===== config.mk =====
export PLATFORM = sky130hd
export DESIGN_NAME = pe_load_scheduler
export DESIGN_NICKNAME = d
export VERILOG_FILES = /design/src/rtl/pe_load_scheduler.sv
export SDC_FILE = /design/constraint.sdc
export NUM_CORES = 1
export LEC_CHECK = 0
export CORE_MARGIN = 1
export CORE_UTILIZATION = 45
export CTS_BUF_LIST = sky130_fd_sc_hd__clkbuf_4 sky130_fd_sc_hd__clkbuf_8 sky130_fd_sc_hd__clkbuf_16
export CTS_CLUSTER_SIZE = 20
export DETAILED_ROUTE_END_ITERATION = 8
export PLACE_DENSITY = 0.86
export SYNTH_ARGS = -nofsm -noshare
export SYNTH_HDL_FRONTEND = slang
export SYNTH_SLANG_ARGS = --single-unit

===== constraint.sdc =====
create_clock -name clk -period 4.75 [get_ports clk]
set_input_delay 0.95 -clock clk [delete_from_list [all_inputs] [get_ports clk]]
set_output_delay 0.95 -clock clk [all_outputs]
set_load 0.005 [all_outputs]

===== src/rtl/pe_load_scheduler.sv =====
// Load scheduler between the PE depacketizer and the scratchpads/compute core.
// Steers rows into the filter/ifmap scratchpads, then sequences one compute per timestep.
module pe_load_scheduler #(
    parameter int unsigned FILTER_WIDTH = 8,
    parameter int unsigned NUM_ROWS     = 3,
    parameter int unsigned TIMESTEPS    = 2
) (
    input  logic                      clk,
    input  logic                      rst_n,
    input  logic                      in_valid,
    output logic                      in_ready,
    input  logic                      in_ifmapb_filter,
    input  logic [1:0]                in_filter_row,
    input  logic                      in_timestep,
    input  logic [3*FILTER_WIDTH-1:0] in_data,
    output logic                      filt_we,
    output logic                      ifmap_we,
    output logic [1:0]                wr_row,
    output logic [3*FILTER_WIDTH-1:0] wr_data,
    output logic                      comp_start,
    output logic                      comp_timestep,
    input  logic                      comp_done,
    output logic                      busy,
    output logic                      err
);

    typedef enum logic [1:0] {LOAD, START, WAIT} state_t;

    localparam logic [NUM_ROWS-1:0] ALL_ROWS  = '1;
    localparam logic [2:0]          ROW_LIMIT = 3'(NUM_ROWS);
    localparam logic                LAST_TS   = 1'(TIMESTEPS - 1);

    state_t              state;
    logic                cur_ts;
    logic [NUM_ROWS-1:0] filt_mask;
    logic [NUM_ROWS-1:0] ifmap_mask;
    logic [NUM_ROWS-1:0] row_bit;
    logic                complete;
    logic                accept;
    logic                legal;

    always_comb begin
        row_bit = '0;
        for (int unsigned i = 0; i < NUM_ROWS; i++) begin
            if (in_filter_row == 2'(i)) row_bit[i] = 1'b1;
        end
    end

    assign complete = (filt_mask == ALL_ROWS) && (ifmap_mask == ALL_ROWS);
    // Gated by rst_n so the handshake reads 0 while reset is held.
    assign in_ready = rst_n && (state == LOAD) && !complete;
    assign accept   = in_valid && in_ready;
    assign legal    = ({1'b0, in_filter_row} < ROW_LIMIT) &&
                      (in_ifmapb_filter || (in_timestep == cur_ts));

    always_ff @(posedge clk or negedge rst_n) begin
        if (!rst_n) begin
            state         <= LOAD;
            cur_ts        <= 1'b0;
            filt_mask     <= '0;
            ifmap_mask    <= '0;
            filt_we       <= 1'b0;
            ifmap_we      <= 1'b0;
            wr_row        <= '0;
            wr_data       <= '0;
            comp_start    <= 1'b0;
            comp_timestep <= 1'b0;
            busy          <= 1'b0;
            err           <= 1'b0;
        end else begin
            filt_we    <= 1'b0;
            ifmap_we   <= 1'b0;
            err        <= 1'b0;
            comp_start <= 1'b0;
            unique case (state)
                LOAD: begin
                    if (complete) begin
                        state         <= START;
                        comp_start    <= 1'b1;
                        comp_timestep <= cur_ts;
                        busy          <= 1'b1;
                    end else if (accept) begin
                        if (legal) begin
                            wr_row  <= in_filter_row;
                            wr_data <= in_data;
                            if (in_ifmapb_filter) begin
                                filt_we   <= 1'b1;
                                filt_mask <= filt_mask | row_bit;
                            end else begin
                                ifmap_we   <= 1'b1;
                                ifmap_mask <= ifmap_mask | row_bit;
                            end
                        end else begin
                            err <= 1'b1;
                        end
                    end
                end
                START: state <= WAIT;
                WAIT: begin
                    if (comp_done) begin
                        state      <= LOAD;
                        busy       <= 1'b0;
                        ifmap_mask <= '0;
                        // Filter rows survive across timesteps; a new layer reloads them.
                        if (cur_ts == LAST_TS) begin
                            cur_ts    <= 1'b0;
                            filt_mask <= '0;
                        end else begin
                            cur_ts <= cur_ts + 1'b1;
                        end
                    end
                end
                default: state <= LOAD;
            endcase
        end
    end

endmodule


==> impl_metrics.toml, run 1 <==
[outcome]
result_of_the_run = "finished, final reports clean"

[synthesis]
synth_fp_nets = 137
synth.ff_latch_count = 41
postSynthAreaPerCell_um2 = 15.3
synth_top_area_cell = "dfrtp_1"
synth_area_leaders = "dfrtp_1 64%, mux2_2 18%, a32o_1 3.7%"
synth-main-ff-cell = "dfrtp_1"
synth_top_area_share_pct = 64.0
ys_warn_count = 0
post_synthesis_instance_area_um2 = 1600
netlist_top_cells_count = "41 x dfrtp_1, 26 x mux2_2, 6 x a32o_1, 6 x nor2_1, 3 x nand2_1"
synth_unique_cells = 24
edff_count_synth = 0
synth_sequential_area_ratio_pct = 64.0
yosys.cell_count.top_type = "dfrtp_1"
count_of_mapped_cells_out_of_synthesis = 105
async_flop_share_pct = 100

[global_routing]
grt_pass1_vias = 1105
grt_max_degree = 43
grt_antenna_before_repair = 0
grt.total_usage_pct = 19.2
grt-ovfl-total = 0
grt_pass1_wl_mm = 5.09

[timing]
ratio_of_final_minimum_period_to_clock_period_pct = 56.1
max_slew.worst_pin.slew_ps = 551
grt_setup_unrepaired = "false"
finClkSkew_ps = 8.54
fin_tns_setup_ps = 0
fin_hold_ws_ps = 507
finalSetupViolations = 0
max_freq_ghz = 0.376
finalHoldViolCount = 0
maxSlewHeadroom_pct = 62.9
report.final.slew_viol_count = 0
final_worst_path_period_need_ps = 2660

[finish]
finalNonFillerCells = 221
post-route-util_pct = 69.7
final_layout_size_suffix_gt1_share_pct = 22.3
diodes = 0
fill_cells = 263
area.growth.synth_to_final_pct = 46.2
nNetsFinal = 207

[worst_setup_path]
ff2ff_setup_slack_ps = 2800
critical_path.startpoint = "rst_n"
timing.critical_path.from_type = "input pin"
crit_type = "input pin to output pin"
worst_r2r_path_depth = 5
r2r_end = "wr_data[13]"
crit_path_end = "in_ready"
crit_fanout = 2
worstPathArrival_ps = 1710
worstReg2RegStart = "state[0]"
end_kind = "output pin"
cp.required_ps = 3800

[die]
num_rows = 21
design.die.area_um2 = 3800
top_level_ports = 65
chipWidth_um = 61.7
coreArea_um2 = 3360
die_height_um = 61.7
start_util_pct = 47.7

[clock_network]
post_cts_buffers = 0
cts-buffers-inserted = 5
clock-sinks = 41
clkTransAtPathRegs_ps = 100
root_driver = "clkbuf_4"
cts_tree = "yes"
clkLatencyLatePin_ps = 340
ctsLongestPathBuffers = 2
post_cts_resize_count = 0
post_cts_hold_buffer_count = 0
cts_htree_levels = 2

[power_and_ir_drop]
power.total_mw = 1.30
powerDensity_nw_per_um2 = 556
ir_drop_mv = 0.327
power.leakage_nw = 0.968

[route]
final_wirelength_mm = 3.37
wire_per_inst_um = 15.3
detail_route.drc_violations = 0
iteration_0_drc_count_of_the_detailed_router = 22
antenna_left = 0
num_vias = 1128
drt-vias-per-instance = 5.10
detailedRoute.firstPassIterationCount = 4

[place]
io_buffers = 64
globalplace.congestion = 0.890
dp.cells = 214
post-dp-hpwl_mm = 2.53

[worst_hold_path]
holdCritPathClass = "flip-flop to flip-flop"

[run]
drv_cap = 0
-- per-layer routing --
layer | GRT usage [%] | share of wire, % | wire (µm) | vias to the layer above
met1 | 23.1 | 41 | 1370 | 542
met2 | 31.0 | 50 | 1690 | 52
met4 | 9.52 | 1.5 | 50 | 0
li1 | - | - | - | 529
met3 | 6.51 | 7.7 | 260 | 5
met5 | 0 | 0 | 0 | -
-- cell usage in the layout (no fill, tap or decap), drive strengths merged --
master,Yosys,layout
a21o,1,1
nor4,2,2
o211a,1,1
mux2i,1,1
nand3b,1,1
o21ai,1,1
nand4b,1,1
buf,2,3
and4bb,1,1
clkdlybuf4s50,0,63
inv,1,1
xnor2,2,2
nand2,3,3
nor2b,2,2
a32o,6,6
o32a,1,1
mux2,26,26
nor2,6,6
nand4,1,1
or2b,1,1
clkbuf,1,7
dfrtp,41,41
nor3b,1,1
a21oi,1,1
nor3,1,1
-- cell families (layout without fill, tap and decap cells) --
kind of cell	count (synthesis)	in the layout	share of synthesized area, %
compound gates	11	11	6.32
mux	27	27	18.9
flops	41	41	64.0
buf+inv	4	74	1.87
simple gates	20	20	7.81
xor+xnor	2	2	1.09
-- registers in the layout (all words and copies together) (netlist names) --
signal         cells
ifmap_mask         3
wr_data           24
comp_start         1
filt_mask          3
filt_we            1
state              2
cur_ts             1
busy               1
err                1
wr_row             2
comp_timestep      1
ifmap_we           1
-- worst max-delay path, cell delays in order --
cell and delay (ps):
buf_2 90, o211a_1 160, clkdlybuf4s50_1 510
-- per-stage QoR --
stage	setup slack (ps)	cell area (µm²)
finish	2090	2340
global route	2000	2340
CTS	2070	2340
detailed placement	1740	2280
global placement	1810	2280
floorplan	2460	1600
-- cell type report --
class	instances	area (µm²)	area share (%)
sequential	41	1030	43.8
timing repair buffer	66	651	27.8
multi-input combinational	60	547	23.3
clock buffer	7	58.8	2.51
tap	46	57.6	2.46
inverter	1	3.75	0.160
-- power breakdown --
| group | internal [mW] | switching (mW) | total, mW |
|---|---|---|---|
| Clock | 0.0756 | 0.100 | 0.176 |
| Combinational | 0.371 | 0.163 | 0.534 |
| Sequential | 0.503 | 0.0897 | 0.593 |
| Total | 0.950 | 0.353 | 1.30 |
-- how the worst min path moves through the flow --
stage | from | to | slack [ps] | depth (start not counted)
after CTS | busy | busy | 510 | 1
final | busy | busy | 510 | 1
after global routing | wr_row[1] | wr_row[1] | 530 | 1
after detailed placement | busy | busy | 470 | 1
after global placement | busy | busy | 470 | 1
after floorplan | ifmap_mask[2] | ifmap_mask[2] | 460 | 1
Power figures use the tool's default switching activity.
==> inputs of run 2 (changes only) <==
- CORE_UTILIZATION: 45 -> 38
- PLACE_DENSITY: 0.86 -> 0.78
- clock period: 4.75 -> 2.3 ns (I/O delays scaled with it)
==> impl_metrics.toml, run 2 (synthesized netlist as in run 1, its figures left out) <==
[outcome]
result_of_the_run = "finished, final reports clean"

[worst_setup_path]
ff2ff_setup_slack_ps = 470
crit_type = "flip-flop to output pin"
end_kind = "output pin"
timing.critical_path.from_type = "flip-flop"
crit_fanout = 4
cp.required_ps = 1840
worstReg2RegStart = "state[1]"
r2r_end = "wr_row[0]"
worst_r2r_path_depth = 5
worstPathArrival_ps = 1600

[clock_network]
post_cts_hold_buffer_count = 1
root_driver = "clkbuf_8"
clkLatencyLatePin_ps = 300
cts_htree_levels = 2
clock-sinks = 41
clkTransAtPathRegs_ps = 80
post_cts_resize_count = 0
post_cts_buffers = 0
ctsLongestPathBuffers = 2
cts_tree = "yes"
cts-buffers-inserted = 5

[global_routing]
grt_pass1_wl_mm = 5.73
grt_max_degree = 38
grt-ovfl-total = 0
grt_antenna_before_repair = 0
grt.total_usage_pct = 17.9
grt_pass1_vias = 1187

[finish]
final_layout_size_suffix_gt1_share_pct = 23.9
reg.largest.list = "wr_data (24), filt_mask (3), ifmap_mask (3)"
max_flop_register = "wr_data"
area.growth.synth_to_final_pct = 54.3
final_cell_mix = "63 x clkdlybuf4s50_1, 41 x dfrtp_1, 26 x mux2_2"
postLayoutCellArea_um2 = 2470
post-route-util_pct = 61.4
final_common_cell = "clkdlybuf4s50_1"
nNetsFinal = 211
number_of_flip_flops_in_the_largest_register = 24
diodes = 0

[die]
start_util_pct = 39.8
chipWidth_um = 66.9
design.die.area_um2 = 4480
coreArea_um2 = 4030
top_level_ports = 65
num_rows = 23
die_height_um = 66.9

[worst_hold_path]
holdCritPathClass = "input pin to async pin"

[run]
drv_cap = 0

[place]
io_buffers = 64
post-dp-hpwl_mm = 2.63
globalplace.congestion = 0.853
post_dp_cell_area_um2 = 2320

[route]
final_wirelength_mm = 3.61
iteration_0_drc_count_of_the_detailed_router = 41
wire_per_inst_um = 15.7
antenna_left = 0
detailedRoute.firstPassIterationCount = 4
drt-vias-per-instance = 5.06
detail_route.drc_violations = 0
num_vias = 1163

[timing]
report.final.slew_viol_count = 0
maxSlewHeadroom_pct = 64.2
finalSetupViolations = 0
finClkSkew_ps = 5.96
max_freq_ghz = 0.486
max_slew.worst_pin.slew_ps = 533
fin_hold_ws_ps = 252
final_worst_path_period_need_ps = 2060
ratio_of_final_minimum_period_to_clock_period_pct = 89.4
grt_setup_unrepaired = "false"
finalHoldViolCount = 0
fin_tns_setup_ps = 0

[power_and_ir_drop]
powerDensity_nw_per_um2 = 1230
internal_power_mw = 2.26
ir_drop_mv = 0.606
power.leakage_nw = 1.02
power.combinational.fraction_pct = 36.9
seqPwrFrac_pct = 40.3
p_sw_share_pct = 25.8
power.clock.fraction_pct = 22.7
p_switching_mw = 0.786
==> run 2: changes by cell type in the layout (fill, tap and decap cells not counted) <==
cell / before / now
bufinv_16: 0 / 2
buf_4: 2 / 4
inv_6: 0 / 1
clkbuf_4: 6 / 0
dlygate4sd3_1: 0 / 1
buf_12: 0 / 1
clkbuf_8: 1 / 5
==> run 2: layout make-up <==
cell class                 instances  area [µm²]
fill                             324        1560
sequential                        41        1030
timing repair buffer              70         696
multi-input combinational         60         547
clock buffer                       5        68.8
clock inverter                     3        68.8
tap                               50        62.6
inverter                           1        3.75
==> run 2: per-layer routing <==
layer  share of wire, %  global-route usage [%]  vias up
met1                 39                    20.4      579
met4               0.89                    7.18        0
met2                 53                    30.8       51
li1                   -                       -      529
met3                7.2                    5.48        4
met5                  0                       0        -
==> run 2: power groups by stage <==
| stage | clock, mW | combinational [mW] | sequential (mW) |
|---|---|---|---|
| 3_3_place_gp | 0 | 1.09 | 1.22 |
| 2_1_floorplan | 0 | 0.423 | 1.24 |
| 5_1_grt | 0.740 | 1.21 | 1.27 |
| 3_5_place_dp | 0 | 1.13 | 1.24 |
| 4_1_cts | 0.709 | 1.14 | 1.23 |
| 6_report | 0.692 | 1.12 | 1.23 |
==> run 2: critical path, cell delays in order (launching register included) <==
cell and delay (ps):
dfrtp_1 370, nand4_1 220, o211a_1 270, clkdlybuf4s50_1 440
==> run 2: how the worst max path moves through the flow <==
| stage | slack [ps] | endpoint | startpoint | cells past startpoint |
|---|---|---|---|---|
| 3_3_place_gp | 170 | wr_data[20] | in_valid | 6 |
| 5_1_grt | 190 | in_ready | filt_mask[0] | 3 |
| 3_5_place_dp | 110 | wr_data[3] | in_valid | 6 |
| 6_report | 240 | in_ready | filt_mask[0] | 3 |
| 2_1_floorplan | 460 | wr_data[10] | state[1] | 5 |
| 4_1_cts | 230 | in_ready | filt_mask[0] | 3 |
==> run 2: stage by stage <==
stage / worst slack, ps / std cells / power [mW]
after floorplan: 460 / 105 / 1.66
after global placement: 170 / 221 / 2.31
after detailed placement: 105 / 221 / 2.38
after CTS: 231 / 230 / 3.08
after global routing: 188 / 230 / 3.22
final: 243 / 230 / 3.04
==> inputs of run 3 (changes only) <==
- ABC_AREA: not set -> 1
- CORE_UTILIZATION: 38 -> 40
- CTS_BUF_LIST: sky130_fd_sc_hd__clkbuf_4 sky130_fd_sc_hd__clkbuf_8 sky130_fd_sc_hd__clkbuf_16 -> not set
==> impl_metrics.toml, run 3 <==
[die]
top_level_ports = 65
start_util_pct = 41.9
coreArea_um2 = 4410
design.die.area_um2 = 4900
num_rows = 24
chipWidth_um = 70.0
die_height_um = 70.0

[synthesis]
post_synthesis_instance_area_um2 = 1850
ys_warn_count = 0
async_flop_share_pct = 100
yosys.cell_count.top_type = "nand2_1"
synth_sequential_area_ratio_pct = 55.4
synthAdderAreaFrac_pct = 0
postSynthAreaPerCell_um2 = 8.65
synth_compound_area_share_pct = 11.0
edff_count_synth = 0
yosys.area_share.simple_pct = 26.8
synthXorXnorAreaFrac_pct = 0
synth_unique_cells = 23
synth-main-ff-cell = "dfrtp_1"
synth_top_area_cell = "dfrtp_1"
synth.ff_latch_count = 41
netlist_top_cells_count = "85 x nand2_1, 41 x dfrtp_1, 29 x o21ai_0, 15 x inv_1, 8 x a21oi_1"
synth_fp_nets = 246
synth_top_family_by_area = "simple AND/OR/NAND/NOR gates"
post_synth_mux_area_share_pct = 0
synth_area_leaders = "dfrtp_1 55%, nand2_1 17%, o21ai_0 7.8%"
count_of_mapped_cells_out_of_synthesis = 214
synth_top_area_share_pct = 55.4

[clock_network]
post_cts_hold_buffer_count = 0
clock-sinks = 41
cts_htree_levels = 2
cts-buffers-inserted = 5
post_cts_resize_count = 0
clkTransAtPathRegs_ps = 80
ctsLongestPathBuffers = 2
post_cts_buffers = 0
root_driver = "clkbuf_8"
cts_tree = "yes"
clkLatencyLatePin_ps = 290

[worst_setup_path]
end_kind = "output pin"
worstPathArrival_ps = 1680
crit_fanout = 4
cp.required_ps = 1840
worstReg2RegStart = "state[1]"
crit_type = "flip-flop to output pin"
critical_path.startpoint = "state[1]"
timing.critical_path.from_type = "flip-flop"

[timing]
finalHoldViolCount = 0
fin_tns_setup_ps = 0
maxSlewHeadroom_pct = 66.3
max_slew.worst_pin.slew_ps = 506
final_worst_path_period_need_ps = 2140
finClkSkew_ps = 5.97
finalSetupViolations = 0
ratio_of_final_minimum_period_to_clock_period_pct = 93.2
report.final.slew_viol_count = 0
max_freq_ghz = 0.466
grt_setup_unrepaired = "false"

[finish]
final_common_cell = "nand2_1"
final_cell_mix = "85 x nand2_1, 63 x clkdlybuf4s50_1, 41 x dfrtp_1"
post-route-util_pct = 59.6
area.growth.synth_to_final_pct = 42.2
number_of_flip_flops_in_the_largest_register = 24
regArea_um2 = 1030
final_layout_size_suffix_gt1_share_pct = 9.25
multi_input_comb_area_um2 = 698
fill_cells = 392
nNetsFinal = 312
max_flop_register = "wr_data"
reg.largest.list = "wr_data (24), filt_mask (3), ifmap_mask (3)"
diodes = 0

[global_routing]
grt-ovfl-total = 0
grt.total_usage_pct = 17.5
grt_pass1_wl_mm = 6.82
grt_max_degree = 42
grt_pass1_vias = 1521
grt_antenna_before_repair = 0

[route]
detail_route.drc_violations = 0
final_wirelength_mm = 4.13
wire_per_inst_um = 12.4
antenna_left = 0
detailedRoute.firstPassIterationCount = 4
iteration_0_drc_count_of_the_detailed_router = 101
drt-vias-per-instance = 4.87
num_vias = 1621

[place]
io_buffers = 64
globalplace.congestion = 0.815
post-dp-hpwl_mm = 2.88

[outcome]
result_of_the_run = "finished, final reports clean"

[power_and_ir_drop]
ir_drop_mv = 0.485
powerDensity_nw_per_um2 = 989
power.leakage_nw = 1.28

[run]
drv_cap = 0

[worst_hold_path]
holdCritPathClass = "input pin to async pin"
run 3: metrics by stage:
stage	cell area, µm²	setup WS, ps	total power [mW]	std cells	hold slack, ps
floorplan	1850	988	1.51	214	164
global route	2630	78.5	2.77	333	295
CTS	2630	154	2.62	333	261
detailed placement	2510	280	2.02	325	484
finish	2630	156	2.60	333	243
global placement	2510	320	2.00	325	467
run 3: layout make-up:
cell class | count | share of cell area, %
tap | 52 | 2.47
clock buffer | 7 | 3.28
inverter | 18 | 2.57
timing repair buffer | 67 | 25.0
sequential | 41 | 39.0
clock inverter | 1 | 1.14
multi-input combinational | 147 | 26.5
run 3: logic make-up after synthesis:
logic type | after synthesis
and+or+nand+nor | 108
DFF | 41
AOI/OAI and AO/OA | 39
buffers and inverters | 26
run 3: final timing paths:
check                           endpoint  slack, ps  cells after the start
setup / recovery                in_ready        160                      5
hold / removal             comp_timestep        240                      2
setup reg to reg             wr_data[19]        660                      7
hold reg to reg               wr_data[8]        500                      2
max in group asynchronous    wr_data[15]       1710                      2
min in group clk              wr_data[8]        500                      2
run 3: metal layers:
metal | wire length, µm | global-route usage (%) | up-vias
met1 | 1850 | 21.8 | 762
met2 | 1990 | 29.6 | 55
met5 | 0 | 0 | -
met3 | 236 | 4.47 | 5
met4 | 48 | 6.00 | 0
li1 | - | - | 799
run 3: where the power goes:
group | leakage, nW | switching, mW | total [mW] | internal (mW)
clock | 0.0585 | 0.242 | 0.596 | 0.354
sequential | 0.521 | 0.142 | 1.09 | 0.951
combinational | 0.698 | 0.417 | 0.913 | 0.495
run 3: worst max-delay path: stages, from the launching register on:
cell,delay [ps]
dfrtp_1,450
inv_2,100
nand2_2,100
nor2_4,120
and2_1,130
clkdlybuf4s50_1,490
